===== src/rtl/clic_int_arb_pkg.sv =====
// rtl/clic_int_arb_pkg.sv - state encoding, default constants and size derivations for the CLIC arbiter
package clic_int_arb_pkg;

  typedef enum logic [1:0] {
    ST_IDLE    = 2'd0,
    ST_SCAN    = 2'd1,
    ST_PRESENT = 2'd2
  } arb_state_e;

  localparam int DEF_INTNUM    = 64;
  localparam int DEF_PRIO_BITS = 3;
  localparam int DEF_GRP       = 8;

  // Number of scan cycles needed to visit every source once.
  function automatic int ngrp(input int intnum, input int grp);
    return intnum / grp;
  endfunction

  // Index width for n items; never narrower than one bit.
  function automatic int idx_w(input int n);
    return (n > 1) ? $clog2(n) : 1;
  endfunction

endpackage


===== src/rtl/clic_int_arb_grpmax.sv =====
// rtl/clic_int_arb_grpmax.sv - GRP-way max-priority finder, lowest index wins ties
module clic_int_arb_grpmax
  import clic_int_arb_pkg::*;
#(
  parameter  int GRP       = DEF_GRP,
  parameter  int PRIO_BITS = DEF_PRIO_BITS,
  localparam int IDX_W     = idx_w(GRP)
) (
  input  logic [GRP-1:0]           i_elig,
  input  logic [GRP*PRIO_BITS-1:0] i_prio,
  output logic                     o_vld,
  output logic [IDX_W-1:0]         o_idx,
  output logic [PRIO_BITS-1:0]     o_prio
);

  logic                 w_vld;
  logic [IDX_W-1:0]     w_idx;
  logic [PRIO_BITS-1:0] w_prio;

  // Walk upward and replace only on strictly greater priority so the lowest index keeps a tie.
  always_comb begin
    w_vld  = 1'b0;
    w_idx  = '0;
    w_prio = '0;
    for (int i = 0; i < GRP; i++) begin
      if (i_elig[i] && (!w_vld || (i_prio[i*PRIO_BITS +: PRIO_BITS] > w_prio))) begin
        w_vld  = 1'b1;
        w_idx  = IDX_W'(i);
        w_prio = i_prio[i*PRIO_BITS +: PRIO_BITS];
      end
    end
  end

  assign o_vld  = w_vld;
  assign o_idx  = w_idx;
  assign o_prio = w_prio;

endmodule


===== src/rtl/clic_int_arb.sv =====
// rtl/clic_int_arb.sv - group-serial interrupt arbiter; CLIC_INT_EDGE_TRIG_EN selects edge-triggered pending latches
module clic_int_arb
  import clic_int_arb_pkg::*;
#(
  parameter  int INTNUM    = DEF_INTNUM,
  parameter  int PRIO_BITS = DEF_PRIO_BITS,
  parameter  int GRP       = DEF_GRP,
  localparam int ID_W      = idx_w(INTNUM)
) (
  input  logic                        forever_cpuclk,
  input  logic                        cpurst_b,
  input  logic [INTNUM-1:0]           pad_clic_int_vld,
  input  logic [INTNUM-1:0]           clic_int_en,
  input  logic [INTNUM*PRIO_BITS-1:0] clic_int_prio,
  input  logic [PRIO_BITS-1:0]        cpu_int_thresh,
  input  logic                        cpu_int_ack,
  output logic                        clic_cpu_int_vld,
  output logic [ID_W-1:0]             clic_cpu_int_id,
  output logic [PRIO_BITS-1:0]        clic_cpu_int_prio,
  output logic                        clic_arb_busy
);

  localparam int               NGRP     = ngrp(INTNUM, GRP);
  localparam int               GIDX_W   = idx_w(GRP);
  localparam int               CNT_W    = idx_w(NGRP);
  localparam logic [CNT_W-1:0] LAST_GRP = CNT_W'(NGRP - 1);

  arb_state_e              r_state, w_state_nxt;
  logic [CNT_W-1:0]        r_cnt, w_cnt_nxt;
  logic                    r_best_vld, w_best_vld_nxt;
  logic [ID_W-1:0]         r_best_id, w_best_id_nxt;
  logic [PRIO_BITS-1:0]    r_best_prio, w_best_prio_nxt;

  logic [INTNUM-1:0]        w_pend;
  logic [INTNUM-1:0]        w_elig;
  logic [GRP-1:0]           w_grp_elig;
  logic [GRP*PRIO_BITS-1:0] w_grp_prio;
  logic                     w_grp_vld;
  logic [GIDX_W-1:0]        w_grp_idx;
  logic [PRIO_BITS-1:0]     w_grp_max;
  logic [ID_W-1:0]          w_cand_id;

`ifdef CLIC_INT_EDGE_TRIG_EN
  logic [INTNUM-1:0] r_pend;
  logic [INTNUM-1:0] r_hist;
  logic [INTNUM-1:0] w_rise;
  logic [INTNUM-1:0] w_ack_clr;

  assign w_rise    = pad_clic_int_vld & ~r_hist;
  assign w_ack_clr = ((r_state == ST_PRESENT) && cpu_int_ack) ? (INTNUM'(1) << r_best_id) : '0;

  // Latch rising edges; a fresh edge in the ack cycle re-sets the bit the ack clears.
  always_ff @(posedge forever_cpuclk) begin
    if (!cpurst_b) begin
      r_pend <= '0;
      r_hist <= '0;
    end else begin
      r_hist <= pad_clic_int_vld;
      r_pend <= (r_pend & ~w_ack_clr) | w_rise;
    end
  end

  assign w_pend = r_pend;
`else
  assign w_pend = pad_clic_int_vld;
`endif

  for (genvar gi = 0; gi < INTNUM; gi++) begin : g_elig
    assign w_elig[gi] = w_pend[gi] & clic_int_en[gi] &
                        (clic_int_prio[gi*PRIO_BITS +: PRIO_BITS] > cpu_int_thresh);
  end

  // The current group is sampled live, so late requests in an already-scanned group wait a pass.
  assign w_grp_elig = w_elig[r_cnt*GRP +: GRP];
  assign w_grp_prio = clic_int_prio[r_cnt*GRP*PRIO_BITS +: GRP*PRIO_BITS];

  clic_int_arb_grpmax #(
    .GRP       (GRP),
    .PRIO_BITS (PRIO_BITS)
  ) u_grpmax (
    .i_elig (w_grp_elig),
    .i_prio (w_grp_prio),
    .o_vld  (w_grp_vld),
    .o_idx  (w_grp_idx),
    .o_prio (w_grp_max)
  );

  assign w_cand_id = ID_W'(int'(r_cnt) * GRP + int'(w_grp_idx));

  // Next-state and best-candidate tracking; strict compare keeps the earlier (lower-ID) group on ties.
  always_comb begin
    w_state_nxt     = r_state;
    w_cnt_nxt       = r_cnt;
    w_best_vld_nxt  = r_best_vld;
    w_best_id_nxt   = r_best_id;
    w_best_prio_nxt = r_best_prio;
    unique case (r_state)
      ST_IDLE: begin
        if (|w_elig) begin
          w_state_nxt    = ST_SCAN;
          w_cnt_nxt      = '0;
          w_best_vld_nxt = 1'b0;
        end
      end
      ST_SCAN: begin
        if (w_grp_vld && (!r_best_vld || (w_grp_max > r_best_prio))) begin
          w_best_vld_nxt  = 1'b1;
          w_best_id_nxt   = w_cand_id;
          w_best_prio_nxt = w_grp_max;
        end
        if (r_cnt == LAST_GRP) begin
          w_state_nxt = w_best_vld_nxt ? ST_PRESENT : ST_IDLE;
        end else begin
          w_cnt_nxt = r_cnt + 1'b1;
        end
      end
      ST_PRESENT: begin
        if (cpu_int_ack) begin
          w_state_nxt    = ST_IDLE;
          w_best_vld_nxt = 1'b0;
        end
`ifndef CLIC_INT_EDGE_TRIG_EN
        else if (!w_pend[r_best_id]) begin
          w_state_nxt    = ST_IDLE;
          w_best_vld_nxt = 1'b0;
        end
`endif
      end
      default: begin
        w_state_nxt = ST_IDLE;
      end
    endcase
  end

  // State and best-candidate registers.
  always_ff @(posedge forever_cpuclk) begin
    if (!cpurst_b) begin
      r_state     <= ST_IDLE;
      r_cnt       <= '0;
      r_best_vld  <= 1'b0;
      r_best_id   <= '0;
      r_best_prio <= '0;
    end else begin
      r_state     <= w_state_nxt;
      r_cnt       <= w_cnt_nxt;
      r_best_vld  <= w_best_vld_nxt;
      r_best_id   <= w_best_id_nxt;
      r_best_prio <= w_best_prio_nxt;
    end
  end

  assign clic_cpu_int_vld  = (r_state == ST_PRESENT);
  assign clic_cpu_int_id   = clic_cpu_int_vld ? r_best_id : '0;
  assign clic_cpu_int_prio = clic_cpu_int_vld ? r_best_prio : '0;
  assign clic_arb_busy     = (r_state != ST_IDLE);

endmodule


===== config.mk =====
export PLATFORM = sky130hd
export DESIGN_NAME = clic_int_arb
export DESIGN_NICKNAME = d
export VERILOG_FILES = /design/src/rtl/clic_int_arb_pkg.sv /design/src/rtl/clic_int_arb_grpmax.sv /design/src/rtl/clic_int_arb.sv
export SDC_FILE = /design/constraint.sdc
export NUM_CORES = 1
export LEC_CHECK = 0
export CAP_MARGIN = 40
export CORE_MARGIN = 1
export CORE_UTILIZATION = 40
export CTS_CLUSTER_SIZE = 8
export DETAILED_ROUTE_END_ITERATION = 10
export DONT_BUFFER_PORTS = 1
export GPL_TIMING_DRIVEN = 0
export PLACE_DENSITY = 0.58
export SETUP_SLACK_MARGIN = 0.15
export SYNTH_ARGS = -nofsm -noshare
export SYNTH_HDL_FRONTEND = slang
export SYNTH_SLANG_ARGS = --single-unit

===== constraint.sdc =====
create_clock -name forever_cpuclk -period 21.4 [get_ports forever_cpuclk]
set_input_delay 3.21 -clock forever_cpuclk [delete_from_list [all_inputs] [get_ports forever_cpuclk]]
set_output_delay 3.21 -clock forever_cpuclk [all_outputs]
set_load 0.02 [all_outputs]

# [Word-level counts from Yosys, hierarchy flattened]
# Cells that the tools add are included.
# W data, S select, Z words.
[op_classes] magnitude_cmp=73 eq_ne=7 bitwise_logic=128 reduce_logical=33 shifts=2 multipliers=1 mux=42 n_addsub=2
[op_table] op="$gt A3 B3 Y1" count=72
[op_table] op="$shiftx A192 B9 Y24" count=1
[op_table] op="$and A1 B1 Y1" count=128
[op_table] op="$reduce_or A64 Y1" count=1
[op_table] op="$shiftx A64 B7 Y8" count=1
[op_table] op="$mux W3" count=15
[op_table] op="$mux W1" count=15
[op_table] op="$mux W2" count=7
[op_table] op="$reduce_and A3 Y1" count=3
[op_table] op="$logic_and A1 B1 Y1" count=8
[op_table] op="$logic_not A1 Y1" count=8
[op_table] op="$logic_or A1 B1 Y1" count=8
[op_table] op="$lt A6 B7 Y1 const B" count=1
[op_table] op="$add A6 B3 Y6" count=1
[op_table] op="$bmux W1 S6" count=1
[op_table] op="$mux W6" count=1
[op_table] op="$ne A2 B2 Y1 const B" count=3
[op_table] op="$pmux W2 S3" count=1
[op_table] op="$pmux W3 S2" count=1
[op_table] op="$mul A3 B2 Y5 const B" count=1
[op_table] op="$reduce_bool A2 Y1" count=2
[op_table] op="$add A3 B1 Y3 const B" count=1
[op_table] op="$eq A3 B3 Y1 const B" count=1
[op_table] op="$ne A3 B3 Y1 const B" count=1
[op_table] op="6 further kinds" count=6
[word_totals] input_bits=326 output_inout_bits=11 elab_cells=293 ff_bits=15

# [Depth between registers and ports, before layout]
[logic_depth] ltp_word=40 depth_mapped=68 mapped_depth_nobuf=67

# [Hierarchy]
# Synthesis repeated with hierarchy kept, for this count alone.
[hier_totals] hier_cells=1006 area_unflattened_um2=8887.3
[modules_own_cells] mod="clic_int_arb" area_each_um2=7816.2 cells_each=860 seq_area_each_um2=300.3 n_inst=1
[modules_own_cells] mod="clic_int_arb_grpmax" area_each_um2=1071.0 cells_each=146 seq_area_each_um2=0.0 n_inst=1

# [Worst setup path after synthesis]
# No wires, ideal clock.
[synth_timing] path_kind="input -> register" startpoint="input port cpu_int_thresh[1]" endpoint="register r_best_prio[1]" arrival_time_ns=16.985 setup_slack_ns=4.293 stages=66 cell_sequence="inv_1 > ha_1 > nor2b_1 > o311a_1 > o211ai_1 > o22ai_1 > or4_1 > nand2_1 > ha_1 > a211oi_1 > a311o_1 > nor2_1 > a2bb2oi_1 > ha_1 > o21a_1 > nor2_1 > o221ai_1 > nand2_1 > (+30 left out) > o221ai_2 > ha_1 > nor2b_1 > o21a_1 > o21ai_0 > a22o_1 > clkbuf_1 > nand2b_1 > a21oi_1 > a21oi_1 > ha_1 > nor2b_1 > o21a_1 > o21ai_0 > a211oi_1 > nor3_1 > a31oi_1 > o21ai_1"
[synth_via] elab_chain_cells=36 elab_cells_between_ends=177 classes_between="order compare (72); shift (1); mux (16); bitwise (64); reduce/logical (24)"
[synth_rtl] item="start, declared" line="clic_int_arb.sv:15" source="input logic [PRIO_BITS-1:0] cpu_int_thresh,"
[synth_rtl] item="$gt A3 B3 Y1" line="clic_int_arb.sv:70" source="(clic_int_prio[gi*PRIO_BITS +: PRIO_BITS] > cpu_int_thresh);"
[synth_rtl] item="$and A1 B1 Y1" line="clic_int_arb.sv:69" source="assign w_elig[gi] = w_pend[gi] & clic_int_en[gi] &"
[synth_rtl] item="$shiftx A64 B7 Y8 (*)" line="clic_int_arb.sv:74" source="assign w_grp_elig = w_elig[r_cnt*GRP +: GRP];"
[synth_rtl] item="$mux W3 / $mux W1 (equally long branches)" line="clic_int_arb_grpmax.sv:26" source="if (i_elig[i] && (!w_vld || (i_prio[i*PRIO_BITS +: PRIO_BITS] > w_prio))) begin"
[synth_rtl] item="$gt A3 B3 Y1 / $logic_not A1 Y1 (equally long branches)" line="clic_int_arb_grpmax.sv:26"
[synth_rtl] item="$logic_or A1 B1 Y1" line="clic_int_arb_grpmax.sv:26"
[synth_rtl] item="$logic_and A1 B1 Y1" line="clic_int_arb_grpmax.sv:26"
[synth_rtl] item="$mux W3 / $mux W1 (equally long branches)" line="clic_int_arb_grpmax.sv:26"
[synth_rtl] item="(+20 left out)"
[synth_rtl] item="$gt A3 B3 Y1 / $logic_not A1 Y1 (equally long branches)" line="clic_int_arb_grpmax.sv:26"
[synth_rtl] item="$logic_or A1 B1 Y1" line="clic_int_arb_grpmax.sv:26"
[synth_rtl] item="$logic_and A1 B1 Y1" line="clic_int_arb_grpmax.sv:26"
[synth_rtl] item="$mux W3" line="clic_int_arb_grpmax.sv:26"
[synth_rtl] item="$gt A3 B3 Y1" line="clic_int_arb.sv:106" source="if (w_grp_vld && (!r_best_vld || (w_grp_max > r_best_prio))) begin"
[synth_rtl] item="$logic_or A1 B1 Y1" line="clic_int_arb.sv:106"
[synth_rtl] item="$logic_and A1 B1 Y1" line="clic_int_arb.sv:106"
[synth_rtl] item="$reduce_and A2 Y1 (no source line)"
[synth_rtl] item="end signal, assigned" line="clic_int_arb.sv:148" source="r_best_prio <= w_best_prio_nxt;"
[synth_rtl] item="end, declared" line="clic_int_arb.sv:32" source="logic [PRIO_BITS-1:0] r_best_prio, w_best_prio_nxt;"
# Every way passes the cells marked *; elsewhere a longest branch is shown, timed or not.
# A chain may end at the register's enable or synchronous reset.

# [Worst setup path in the final report]
[layout_timing] startpoint="input port cpu_int_thresh[1]" endpoint="register r_best_prio[2]"
# The elaborated chain is that of the path after synthesis.

==> impl_metrics.toml <==
[status]
status = "finished, violations left"
violations = "DRC"

[timing]
rsz0062_at_grt = "no"
setup_tns_ns = 0
fin_ws_ns = 2.750
clock-skew-final_ns = 0.003926
finalCriticalPeriod_ns = 18.65
slew_viol_final = 0
setup_viol = 0
period_share_pct = 87.15
max_freq_ghz = 0.05362
worst_pin_slew_ns = 0.8634
finalHoldViolCount = 0
slew_headroom_pct = 42.44

[routing]
wl_um = 36680
initialDrtViolationCount = 768
drt-wirelength-per-cell_um = 27.21
vias_per_cell = 6.645
drcViolationCount = 18
first_pass_iters = 8
ant_nets = 0
vias = 8958

[floorplan]
start_util_pct = 41.15
dieArea_um2 = 23200
row_count = 54
design.core.area_um2 = 21960
fp.dieH_um = 152.3
die_w_um = 152.3
pin_count = 337

[yosys]
synth-seq-cells = 15
syn-mean-instance-area_um2 = 8.581
synth_cells = 1053
syn-num-nets = 1592
synth-seq-area-share_pct = 3.323
synth_warnings = 0
ys_types = 71
synthesis.area_um2 = 9036
synth-async-reset-ratio_pct = 0
synth-edff-count = 0
ys.flop_type = "dfxtp_1"

[layout]
fin_nets = 1608
area_growth_pct = 6.203
fillers = 2187
drive_gt1_share_pct = 11.89
final_util_pct = 43.70
fin_area_um2 = 9597
diodes = 0

[place]
io_buffers = 0
place_ws_ns = 2.813
dp.final_hpwl_um = 32100
place_congestion = 0.9510
postPlaceCellArea_um2 = 9518

[pwr]
leakagePower_uw = 0.004313
combPwrFrac_pct = 77.8
power.share.sequential_pct = 10.3
swShare_pct = 46.20
power.internal_uw = 167.2
ir_drop_mv = 0.02223
p_clk_share_pct = 11.8
power_density_nw_per_um2 = 32.39
p_sw_uw = 143.6

[clock_network]
cts-root-buf = "clkbuf_16"
insertion_delay_ns = 0.25
ctsHoldBuffers = 0
cts.clk_slew.worst_paths_ns = 0.05
cts_buffers = 3
htree_levels = 1
cts_setup_buffers = 0
ctsResizeCount = 0
clock_sinks = 15
cts_tree = "done"
clockBufferDepth = 2

[worst_setup_path]
arrival_ns = 18.77
worst_setup_path_end_kind = "register"
path_common_cell = "ha_1"
start_kind = "primary input"
critPathMaxStageDelay_ns = 0.65
crit_type = "in -> reg"
crit_start = "cpu_int_thresh[1]"
cp_slowest_cell = "or4_1"
critPathBufInv = 6
path_depth = 69
crit_path_max_fanout = 38
path_delay_family = "compound AO/OA/AOI/OAI gates"
cp.required_ns = 21.52
reg2regPathDepth = 68
worstReg2RegStart = "r_cnt[1]"

[min_path]
hp-start = "r_best_id[5]"
worst_hold_path_type = "reg -> reg"
hold_depth = 2

[grt]
track_usage_pct = 31.25
grt_pass1_vias = 8778
grt_pass1_wl_um = 54880
overflow = 0
grt_max_degree = 65
antenna_found_initial = 0

[flow_run]
drv_cap = 0
cell families after synthesis:
family	count (synthesis)	synth area share, %
DFF	15	3.323
xor gates and xnor gates	1	0.09694
and+or+nand+nor	286	15.87
buffers and inverters	156	6.757
adders and majority gates	213	29.49
muxes	105	22.35
AOI/OAI and AO/OA	277	22.11
per-stage QoR:
step / power, uW / instances / hold WS, ns
floorplan: 212.0 / 1053 / 0.4498
global placement: 263.0 / 1333 / 0.5179
detailed placement: 271.0 / 1344 / 0.5185
CTS: 309.0 / 1348 / 0.5257
global route: 340.1 / 1348 / 0.5484
finish: 310.9 / 1348 / 0.5232
routing by layer:
metal / global-route usage, % / vias to the layer above / routed length, um
met1: 36.73 / 4317 / 13990
met5: 0 / - / 0
met2: 54.97 / 445 / 17750
met4: 10.01 / 0 / 1331
li1: - / 4122 / -
met3: 8.419 / 74 / 3612
cells in the mapped netlist (3+ instances only):
library cell | n | area (um^2)
a211oi_1 | 12 | 90.09
a21o_1 | 36 | 270.3
a21oi_1 | 64 | 320.3
a311oi_1 | 34 | 297.8
a31oi_1 | 11 | 68.82
a32oi_1 | 3 | 26.28
and2_1 | 13 | 81.33
and3_1 | 5 | 31.28
buf_1 | 3 | 11.26
buf_2 | 5 | 25.02
clkbuf_1 | 18 | 67.56
dfxtp_1 | 15 | 300.3
ha_1 | 213 | 2665
inv_1 | 127 | 476.7
mux2_2 | 8 | 90.09
mux2i_1 | 19 | 190.2
mux4_2 | 76 | 1712
nand2_1 | 91 | 341.6
nand2b_1 | 11 | 68.82
nand3_1 | 36 | 180.2
nand4_1 | 11 | 68.82
nand4b_1 | 3 | 26.28
nor2_1 | 42 | 157.7
nor2b_1 | 36 | 225.2
nor3_1 | 8 | 40.04
nor4_1 | 10 | 62.56
o2111ai_1 | 13 | 113.9
o211ai_1 | 8 | 60.06
o21a_1 | 16 | 120.1
o21ai_0 | 31 | 155.2
o221ai_1 | 3 | 26.28
o22ai_1 | 7 | 43.79
o311a_1 | 3 | 30.03
o311ai_0 | 3 | 26.28
o31ai_1 | 4 | 30.03
or2_2 | 4 | 25.02
or3_1 | 5 | 31.28
or4_1 | 5 | 37.54
state kept, by name, indices dropped and copies added, names as in the netlist:
name,flops
r_best_id,6
r_cnt,3
r_state,2
r_best_vld,1
r_best_prio,3
worst reg2reg max path: cells and delay by family, from the launching register on:
family                     cells  cell delay, ns
muxes                          5            1.71
AOI/OAI and AO/OA             31            6.27
and+or+nand+nor               15            2.29
DFF                            1            0.32
adders and majority gates      8            2.39
buffers and inverters          9            2.68
placed cells by master, fill, tap and decap left out, types with 8 or more instances in the layout:
cell type	count
nor3_1	8
nor4_1	10
a211oi_1	12
nand2_1	91
o21ai_0	31
and2_1	13
dfxtp_1	15
clkbuf_1	19
mux4_2	76
a311oi_1	34
inv_1	125
nor2b_1	36
nand2b_1	11
mux2_2	8
nand3_1	36
ha_1	213
mux2i_1	19
o2111ai_1	13
a21oi_1	64
a21o_1	36
o211ai_1	8
o21a_1	16
nand4_1	11
nor2_1	42
a31oi_1	11
power groups by stage:
stage	sequential [uW]	clock, uW	combinational (uW)
floorplan	32.1	0	180
global placement	32.8	0	230
detailed placement	32.8	0	238
CTS	32.2	37.4	239
global route	32.5	38.3	269
finish	32.2	36.7	242
final timing paths:
path,endpoint,slack [ns]
min reg2reg,r_best_id[5],0.52
max,r_best_prio[2],2.75
max reg2reg,r_best_prio[2],5.60
min,r_best_id[5],0.52
area by class of cell:
| type | instances | area (um^2) | share of cell area [%] |
|---|---|---|---|
| Multi-Input combinational cell | 882 | 8125 | 84.67 |
| Inverter | 127 | 476.7 | 4.967 |
| Tap cell | 280 | 350.3 | 3.651 |
| Sequential cell | 15 | 300.3 | 3.129 |
| Buffer | 29 | 133.9 | 1.395 |
| Timing Repair Buffer | 11 | 131.4 | 1.369 |
| Clock buffer | 4 | 78.83 | 0.8214 |
No activity file was read; power rests on OpenSTA's default activity.
